===== src/rtl/cpu_pkg.sv =====
// Shared fetch-side types, widths and branch-offset helpers.
// Combinational only; no latency or backpressure.
package cpu_pkg;

   localparam int INSTR_W = 32;
   localparam int ADDR_W  = 64;

   typedef enum logic [1:0] {
      FETCH = 2'd0,
      WAIT  = 2'd1,
      HOLD  = 2'd2,
      DROP  = 2'd3
   } fetch_state_t;

   // B/BL word offset -> signed byte offset
   function automatic logic [ADDR_W-1:0] sext_br_off(input logic [25:0] off);
      return {{(ADDR_W-28){off[25]}}, off, 2'b00};
   endfunction

   // B.cond/CBZ word offset -> signed byte offset
   function automatic logic [ADDR_W-1:0] sext_cond_off(input logic [18:0] off);
      return {{(ADDR_W-21){off[18]}}, off, 2'b00};
   endfunction

endpackage


===== src/rtl/branch_target_calc.sv =====
// Branch target mux/adder for BR, B/BL and B.cond/CBZ; purely combinational.
// Zero latency, no handshake; result is always word aligned.
module branch_target_calc
   import cpu_pkg::*;
#(
   parameter int ADDR_W = cpu_pkg::ADDR_W
)
(
   input  logic [ADDR_W-1:0] branch_pc,
   input  logic              UnCondBr,
   input  logic              BRsignal,
   input  logic [25:0]       BR_addr,
   input  logic [18:0]       COND_BR_addr,
   input  logic [ADDR_W-1:0] br_reg_target,
   output logic [ADDR_W-1:0] target
);

   logic [ADDR_W-1:0] offset;
   logic [ADDR_W-1:0] raw;

   always_comb begin
      offset = UnCondBr ? ADDR_W'(sext_br_off(BR_addr))
                        : ADDR_W'(sext_cond_off(COND_BR_addr));
      raw    = BRsignal ? br_reg_target : (branch_pc + offset);
      target = raw;
      target[1:0] = 2'b00;
   end

endmodule


===== src/rtl/instruction_fetch_unit.sv =====
// PC owner: one outstanding imem request, one-entry instruction buffer to the decoder.
// 3 cycles/instr with zero-latency memory; holds output until instr_ready, redirect flushes.
module instruction_fetch_unit
   import cpu_pkg::*;
#(
   parameter int                ADDR_W   = cpu_pkg::ADDR_W,
   parameter logic [ADDR_W-1:0] RESET_PC = '0
)
(
   input  logic               clk,
   input  logic               reset,
   output logic               imem_req_valid,
   input  logic               imem_req_ready,
   output logic [ADDR_W-1:0]  imem_req_addr,
   input  logic               imem_resp_valid,
   input  logic [INSTR_W-1:0] imem_resp_data,
   output logic               instr_valid,
   input  logic               instr_ready,
   output logic [INSTR_W-1:0] instruction,
   output logic [ADDR_W-1:0]  pc,
   output logic [ADDR_W-1:0]  pc_plus4,
   input  logic               redirect,
   input  logic [ADDR_W-1:0]  branch_pc,
   input  logic               UnCondBr,
   input  logic               BRsignal,
   input  logic [25:0]        BR_addr,
   input  logic [18:0]        COND_BR_addr,
   input  logic [ADDR_W-1:0]  br_reg_target
);

   fetch_state_t       state, state_nxt;
   logic [ADDR_W-1:0]  fetch_addr, fetch_addr_nxt;
   logic [ADDR_W-1:0]  pc_nxt, pc_plus4_nxt;
   logic [INSTR_W-1:0] instruction_nxt;
   logic               instr_valid_nxt;
   logic [ADDR_W-1:0]  target;
   logic               req_hs;
   logic               instr_hs;

   branch_target_calc #(.ADDR_W(ADDR_W)) u_target (
      .branch_pc     (branch_pc),
      .UnCondBr      (UnCondBr),
      .BRsignal      (BRsignal),
      .BR_addr       (BR_addr),
      .COND_BR_addr  (COND_BR_addr),
      .br_reg_target (br_reg_target),
      .target        (target)
   );

   assign imem_req_valid = (state == FETCH) && !reset;
   assign imem_req_addr  = fetch_addr;
   assign req_hs         = imem_req_valid && imem_req_ready;
   assign instr_hs       = instr_valid && instr_ready;

   // Redirect wins over every sequential update in every state.
   always_comb begin
      state_nxt       = state;
      fetch_addr_nxt  = fetch_addr;
      instr_valid_nxt = instr_valid;
      instruction_nxt = instruction;
      pc_nxt          = pc;
      pc_plus4_nxt    = pc_plus4;
      case (state)
         FETCH: begin
            if (redirect) begin
               fetch_addr_nxt = target;
               state_nxt      = req_hs ? DROP : FETCH;
            end else if (req_hs) begin
               state_nxt = WAIT;
            end
         end
         WAIT: begin
            if (redirect) begin
               fetch_addr_nxt = target;
               state_nxt      = imem_resp_valid ? FETCH : DROP;
            end else if (imem_resp_valid) begin
               instruction_nxt = imem_resp_data;
               pc_nxt          = fetch_addr;
               pc_plus4_nxt    = fetch_addr + ADDR_W'(4);
               instr_valid_nxt = 1'b1;
               state_nxt       = HOLD;
            end
         end
         HOLD: begin
            if (redirect) begin
               instr_valid_nxt = 1'b0;
               fetch_addr_nxt  = target;
               state_nxt       = FETCH;
            end else if (instr_hs) begin
               instr_valid_nxt = 1'b0;
               fetch_addr_nxt  = pc_plus4;
               state_nxt       = FETCH;
            end
         end
         DROP: begin
            // Stale response still owed by memory; swallow it before refetching.
            if (redirect) begin
               fetch_addr_nxt = target;
            end
            if (imem_resp_valid) begin
               state_nxt = FETCH;
            end
         end
         default: state_nxt = FETCH;
      endcase
   end

   always_ff @(posedge clk) begin
      if (reset) begin
         state       <= FETCH;
         fetch_addr  <= RESET_PC;
         instr_valid <= 1'b0;
         instruction <= '0;
         pc          <= RESET_PC;
         pc_plus4    <= RESET_PC + ADDR_W'(4);
      end else begin
         state       <= state_nxt;
         fetch_addr  <= fetch_addr_nxt;
         instr_valid <= instr_valid_nxt;
         instruction <= instruction_nxt;
         pc          <= pc_nxt;
         pc_plus4    <= pc_plus4_nxt;
      end
   end

endmodule


===== config.mk =====
export PLATFORM = sky130hd
export DESIGN_NAME = instruction_fetch_unit
export DESIGN_NICKNAME = d
export VERILOG_FILES = /design/src/rtl/cpu_pkg.sv /design/src/rtl/branch_target_calc.sv /design/src/rtl/instruction_fetch_unit.sv
export SDC_FILE = /design/constraint.sdc
export NUM_CORES = 1
export LEC_CHECK = 0
export CORE_MARGIN = 5
export CORE_UTILIZATION = 52
export DETAILED_ROUTE_END_ITERATION = 10
export GPL_ROUTABILITY_DRIVEN = 1
export GPL_TIMING_DRIVEN = 0
export PLACE_DENSITY = 0.9
export SLEW_MARGIN = 20
export SYNTH_ARGS = -nofsm -noshare
export SYNTH_HDL_FRONTEND = slang
export SYNTH_HIERARCHICAL = 1
export SYNTH_SLANG_ARGS = --single-unit

===== constraint.sdc =====
create_clock -name clk -period 15.4 [get_ports clk]
set_input_delay 3.08 -clock clk [delete_from_list [all_inputs] [get_ports clk]]
set_output_delay 3.08 -clock clk [all_outputs]
set_load 0.05 [all_outputs]

# Yosys cells after proc, flatten, opt, wreduce, memory -nomap -nowiden
# Cells that the tools add are included.
[totals] ff_bits=227 out_inout_bits=226 input_bits=213 wordCells=51
[classes] bitwise_logic=1 add_sub_neg=2 eq_ne=10 n_reduce_logical=11 n_mux=21
[op_table] cell="$mux 64" count=5
[op_table] cell="$pmux 64 s2" count=1
[op_table] cell="$add 64x3->64 const B" count=1
[op_table] cell="$add 64x64->64" count=1
[op_table] cell="$mux 2" count=9
[op_table] cell="$ne 3x3->1 const B" count=3
[op_table] cell="$pmux 2 s4" count=1
[op_table] cell="$reduce_and 4->1" count=2
[op_table] cell="$ne 2x2->1 const B" count=3
[op_table] cell="$eq 2x2->1 const B" count=2
[op_table] cell="$mux 1" count=4
[op_table] cell="$logic_and 1x1->1" count=3
[op_table] cell="$reduce_and 3->1" count=1
[op_table] cell="$reduce_or 3->1" count=1
[op_table] cell="$eq 2x1->1 const B" count=1
[op_table] cell="$logic_not 2->1" count=1
[op_table] cell="$ne 2x1->1 const B" count=1
[op_table] cell="$pmux 1 s2" count=1
[op_table] cell="$reduce_and 2->1" count=1
[op_table] cell="$reduce_bool 2->1" count=1
[op_table] cell="$logic_not 1->1" count=1
[op_table] cell="$not 1->1" count=1

# Logic depth before layout (Yosys ltp)
[logic_depth] depth_word=6 ltp_mapped=17 ltp_nobuf=14

# By module
# The synthesis kept the hierarchy.
[by_module_without_submodules] module="instruction_fetch_unit" area_per_inst_um2=9570.4 seq_area_each_um2=4504.3 cells_per_inst=1190 instances=1
[by_module_without_submodules] module="branch_target_calc" area_per_inst_um2=4715.8 seq_area_each_um2=0.0 cells_per_inst=740 instances=1

# Worst setup path after synthesis
# No wires, ideal clock.
[synth_path] kind="input to output" startpoint="input port reset" endpoint="output port imem_req_valid" t_required_ns=12.320 setup_slack_ns=7.806 path_buffers=2 path_stages=3 arrival_ns=4.514 cell_sequence="clkbuf_1 clkbuf_1 nor3_1"
[synth_via] elab_chain_cells=2
[synth_rtl] item="start, declared" line="instruction_fetch_unit.sv:11" text="input logic reset,"
[synth_rtl] item="$logic_not 1->1" line="instruction_fetch_unit.sv:50" text="assign imem_req_valid = (state == FETCH) && !reset;"
[synth_rtl] item="$logic_and 1x1->1" line="instruction_fetch_unit.sv:50"
[synth_rtl] item="end, declared" line="instruction_fetch_unit.sv:12" text="output logic imem_req_valid,"
# No other way between the ends.

# Final worst setup path
# Ends and elaborated chain as after synthesis.

==> flow_metrics.env <==
export IMPL_critical_path_top_delay_family="buffers and inverters"
export IMPL_seqPwrFrac_pct=36.0
export IMPL_area_delta_synth_final_pct=39.0
export IMPL_cts_max_level=1
export IMPL_fmax_mhz=117
export IMPL_cp_arrival_ns=5.45
export IMPL_clockRootBuffer="clkbuf_16"
export IMPL_numPortBuffers=431
export IMPL_antenna_left=0
export IMPL_antenna_cells=0
export IMPL_p_clk_share_pct=34.4
export IMPL_wl_per_cell_um=23.4
export IMPL_power_frac_comb_pct=29.6
export IMPL_hp_class="reg -> reg"
export IMPL_tightest_slew_ns=1.13
export IMPL_yosysUniqueCellTypes=77
export IMPL_row_count=60
export IMPL_hpwl_um=50600
export IMPL_routed_wl_um=64200
export IMPL_clock_skew_final_ns=0.0377
export IMPL_start_util_pct=52.9
export IMPL_track_usage_pct=38.9
export IMPL_cap_viol_max_count=0
export IMPL_status="finished clean"
export IMPL_drive_gt1_share_pct=4.37
export IMPL_chipWidth_um=176
export IMPL_clk_latency_ns=0.56
export IMPL_swShare_pct=34.7
export IMPL_synthesis_area_sq_um=14300
export IMPL_synth_most_common_cell="nand2_1"
export IMPL_antenna_found_initial=0
export IMPL_grt_pass1_wl_um=96000
export IMPL_setup_violations=0
export IMPL_synth_edff_count=0
export IMPL_via_count=17500
export IMPL_gp_congestion=1.01
export IMPL_finalCriticalPeriod_ns=8.53
export IMPL_hold_ws_ns=0.454
export IMPL_synth_top_cell_by_area="dfxtp_1"
export IMPL_post_route_period_util_pct=55.4
export IMPL_avgSynthCellArea_sq_um=7.40
export IMPL_vdd_drop_max_mv=0.0855
export IMPL_synth_top_area_share_pct=31.5
export IMPL_rsz0062_at_grt="no"
export IMPL_p_int_mw=1.15
export IMPL_power_switching_mw=0.612
export IMPL_io_pins=439
export IMPL_tns_ns=0
export IMPL_grt_pass1_vias=16900
export IMPL_reg2reg_depth=6
export IMPL_max_slew_margin_pct=23.8
export IMPL_cts_buffer_depth=3
export IMPL_gr_total_overflow=0
export IMPL_report_final_slew_viol_count=0
export IMPL_cts_buffers=25
export IMPL_cts_setup_buffers=0
export IMPL_powerDensity_nw_per_um2=88.8
export IMPL_viasPerCell=6.39
export IMPL_crit_path_start_kind="input pin"
export IMPL_crit_required_ns=12.32
export IMPL_drt_initial_drc_count=2210
export IMPL_cts_hold_buf=0
export IMPL_cts_sinks=225
export IMPL_clk_pin_slew_worst_paths_ns=0.06
export IMPL_ys_seq_area_share_pct=31.5
export IMPL_leakagePower_nw=6.84
export IMPL_synth_ff_type="dfxtp_1"
export IMPL_synthCells=1930
export IMPL_cp_num_cells=5
export IMPL_cp_slowest_cell="clkdlybuf4s50_1"
export IMPL_nets=2665
export IMPL_async_reset_ff_share_pct=0
export IMPL_cp_num_buf_inv=4
export IMPL_dieArea_sq_um=30900
export IMPL_crit_chain="clkdlybuf4s50_1 -> clkbuf_1 -> clkbuf_1 -> nor3_1 -> clkdlybuf4s50_1"
export IMPL_die_h_um=176
export IMPL_critPathKind="in -> out"
export IMPL_crit_path_end_kind="output pin"
export IMPL_slowest_delay_ns=0.75
export IMPL_ys_warnings_count=6
export IMPL_ys_top_cells_by_count="nand2_1 (410), a21oi_1 (231), dfxtp_1 (225), clkbuf_1 (139), nor2_1 (109)"
export IMPL_drt_first_pass_iters=6
export IMPL_holdPathStages=2
export IMPL_cp_max_fo=10
export IMPL_synth_area_leaders="dfxtp_1 (32%), nand2_1 (11%), a21oi_1 (8.1%), ha_1 (5.4%), o221ai_1 (4.0%)"
export IMPL_hold_viol_final=0
export IMPL_grt_max_degree=38
export IMPL_cts_tree="built"
export IMPL_ctsResizeCount=0
export IMPL_synth_seq_cells=225
export IMPL_design_core_area_sq_um=27000
export IMPL_drc=0
power groups by stage:
stage	Combinational [mW]	Sequential (mW)	Clock, mW
floorplan	0.249	0.698	0
global placement	0.500	0.644	0
detailed placement	0.506	0.645	0
CTS	0.509	0.632	0.601
global route	0.552	0.635	0.627
finish	0.522	0.635	0.606
layer usage:
| metal | wire length (um) | share of wire, % | up-vias | GRT usage (%) |
|---|---|---|---|---|
| li1 | - | - | 7892 | - |
| met1 | 23000 | 36 | 8218 | 46.7 |
| met2 | 30000 | 47 | 1197 | 66.5 |
| met3 | 7190 | 11 | 237 | 7.58 |
| met4 | 3960 | 6.2 | 0 | 19.7 |
| met5 | 0 | 0 | - | 0 |
worst paths after layout:
kind	slack, ns	from	end
min reg2reg	0.45	pc[31]	pc[31]
max reg2reg	12.20	imem_req_addr[15]	pc_plus4[62]
min	0.45	pc[31]	pc[31]
max	6.87	reset	imem_req_valid
worst reg2reg max path, stage by stage (launching register included):
cell and delay [ns]:
dfxtp_1 0.52, nand4_1 0.27, or4_1 0.58, clkbuf_1 0.23, nor4_1 0.99, a211oi_1 0.18, nor4_1 0.32
sequential cells by signal, summed over array words and instances (netlist names):
| signal | flops |
|---|---|
| pc_plus4 | 62 |
| instr_valid | 1 |
| imem_req_addr | 64 |
| state | 2 |
| pc | 64 |
| instruction | 32 |
metrics by stage:
stage / total power [mW] / instances / worst slack [ns] / cell area, sq um / utilization [%]
floorplan: 0.947 / 1931 / 7.81 / 14300 / -
global placement: 1.14 / 2703 / 6.53 / 19000 / 70.4
global route: 1.82 / 2746 / 6.92 / 19900 / 73.5
CTS: 1.74 / 2746 / 6.98 / 19900 / 73.5
detailed placement: 1.15 / 2703 / 6.98 / 19000 / 70.4
finish: 1.76 / 2746 / 6.87 / 19900 / 73.5
cell type report:
type | instances | area [sq um]
Multi-Input combinational cell | 1519 | 9050
Fill cell | 2088 | 7160
Sequential cell | 225 | 4500
Timing Repair Buffer | 431 | 4310
Clock buffer | 32 | 692
Buffer | 160 | 644
Tap cell | 341 | 427
Clock inverter | 11 | 130
Inverter | 27 | 101
cells in the final DEF, fill, tap and decap left out, types with 5 or more instances in the layout:
cell | netlist | routed
nor2_1 | 109 | 108
mux2_2 | 20 | 20
o211ai_1 | 6 | 6
buf_4 | 6 | 6
clkbuf_16 | 0 | 25
a311oi_1 | 19 | 19
xor2_1 | 31 | 31
clkbuf_1 | 139 | 142
nand4_1 | 38 | 38
nand2b_1 | 10 | 10
a211oi_1 | 53 | 53
nor2b_1 | 6 | 6
nor3_1 | 39 | 39
buf_2 | 9 | 9
dfxtp_1 | 225 | 225
a21oi_1 | 231 | 231
a21o_1 | 37 | 37
a31o_2 | 5 | 5
o21ai_1 | 17 | 17
clkdlybuf4s50_1 | 0 | 431
and4_1 | 16 | 16
and3_1 | 18 | 18
or3_1 | 16 | 16
inv_1 | 26 | 26
nor4_1 | 19 | 19
o21bai_1 | 16 | 16
or4_1 | 11 | 11
clkinv_2 | 0 | 5
ha_1 | 62 | 62
o221ai_1 | 65 | 65
nand2_1 | 410 | 409
o21ai_0 | 87 | 87
nand3_1 | 32 | 32
o31ai_1 | 10 | 10
xnor2_1 | 56 | 56
a31oi_1 | 8 | 7
and2_1 | 7 | 7
cell families (layout without fill, tap and decap cells):
kind of cell               after synthesis  after routing  share of synthesized area (%)
xor gates and xnor gates                87             87                           5.33
adders and majority gates               63             63                           5.57
other                                    1              2                         0.0262
AOI/OAI and AO/OA                      591            591                           26.4
muxes                                   24             24                           1.95
buffers and inverters                  187            661                           5.22
DFF                                    225            225                           31.5
and+or+nand+nor                        752            752                           23.9
No activity file was read; power rests on OpenSTA's default activity.
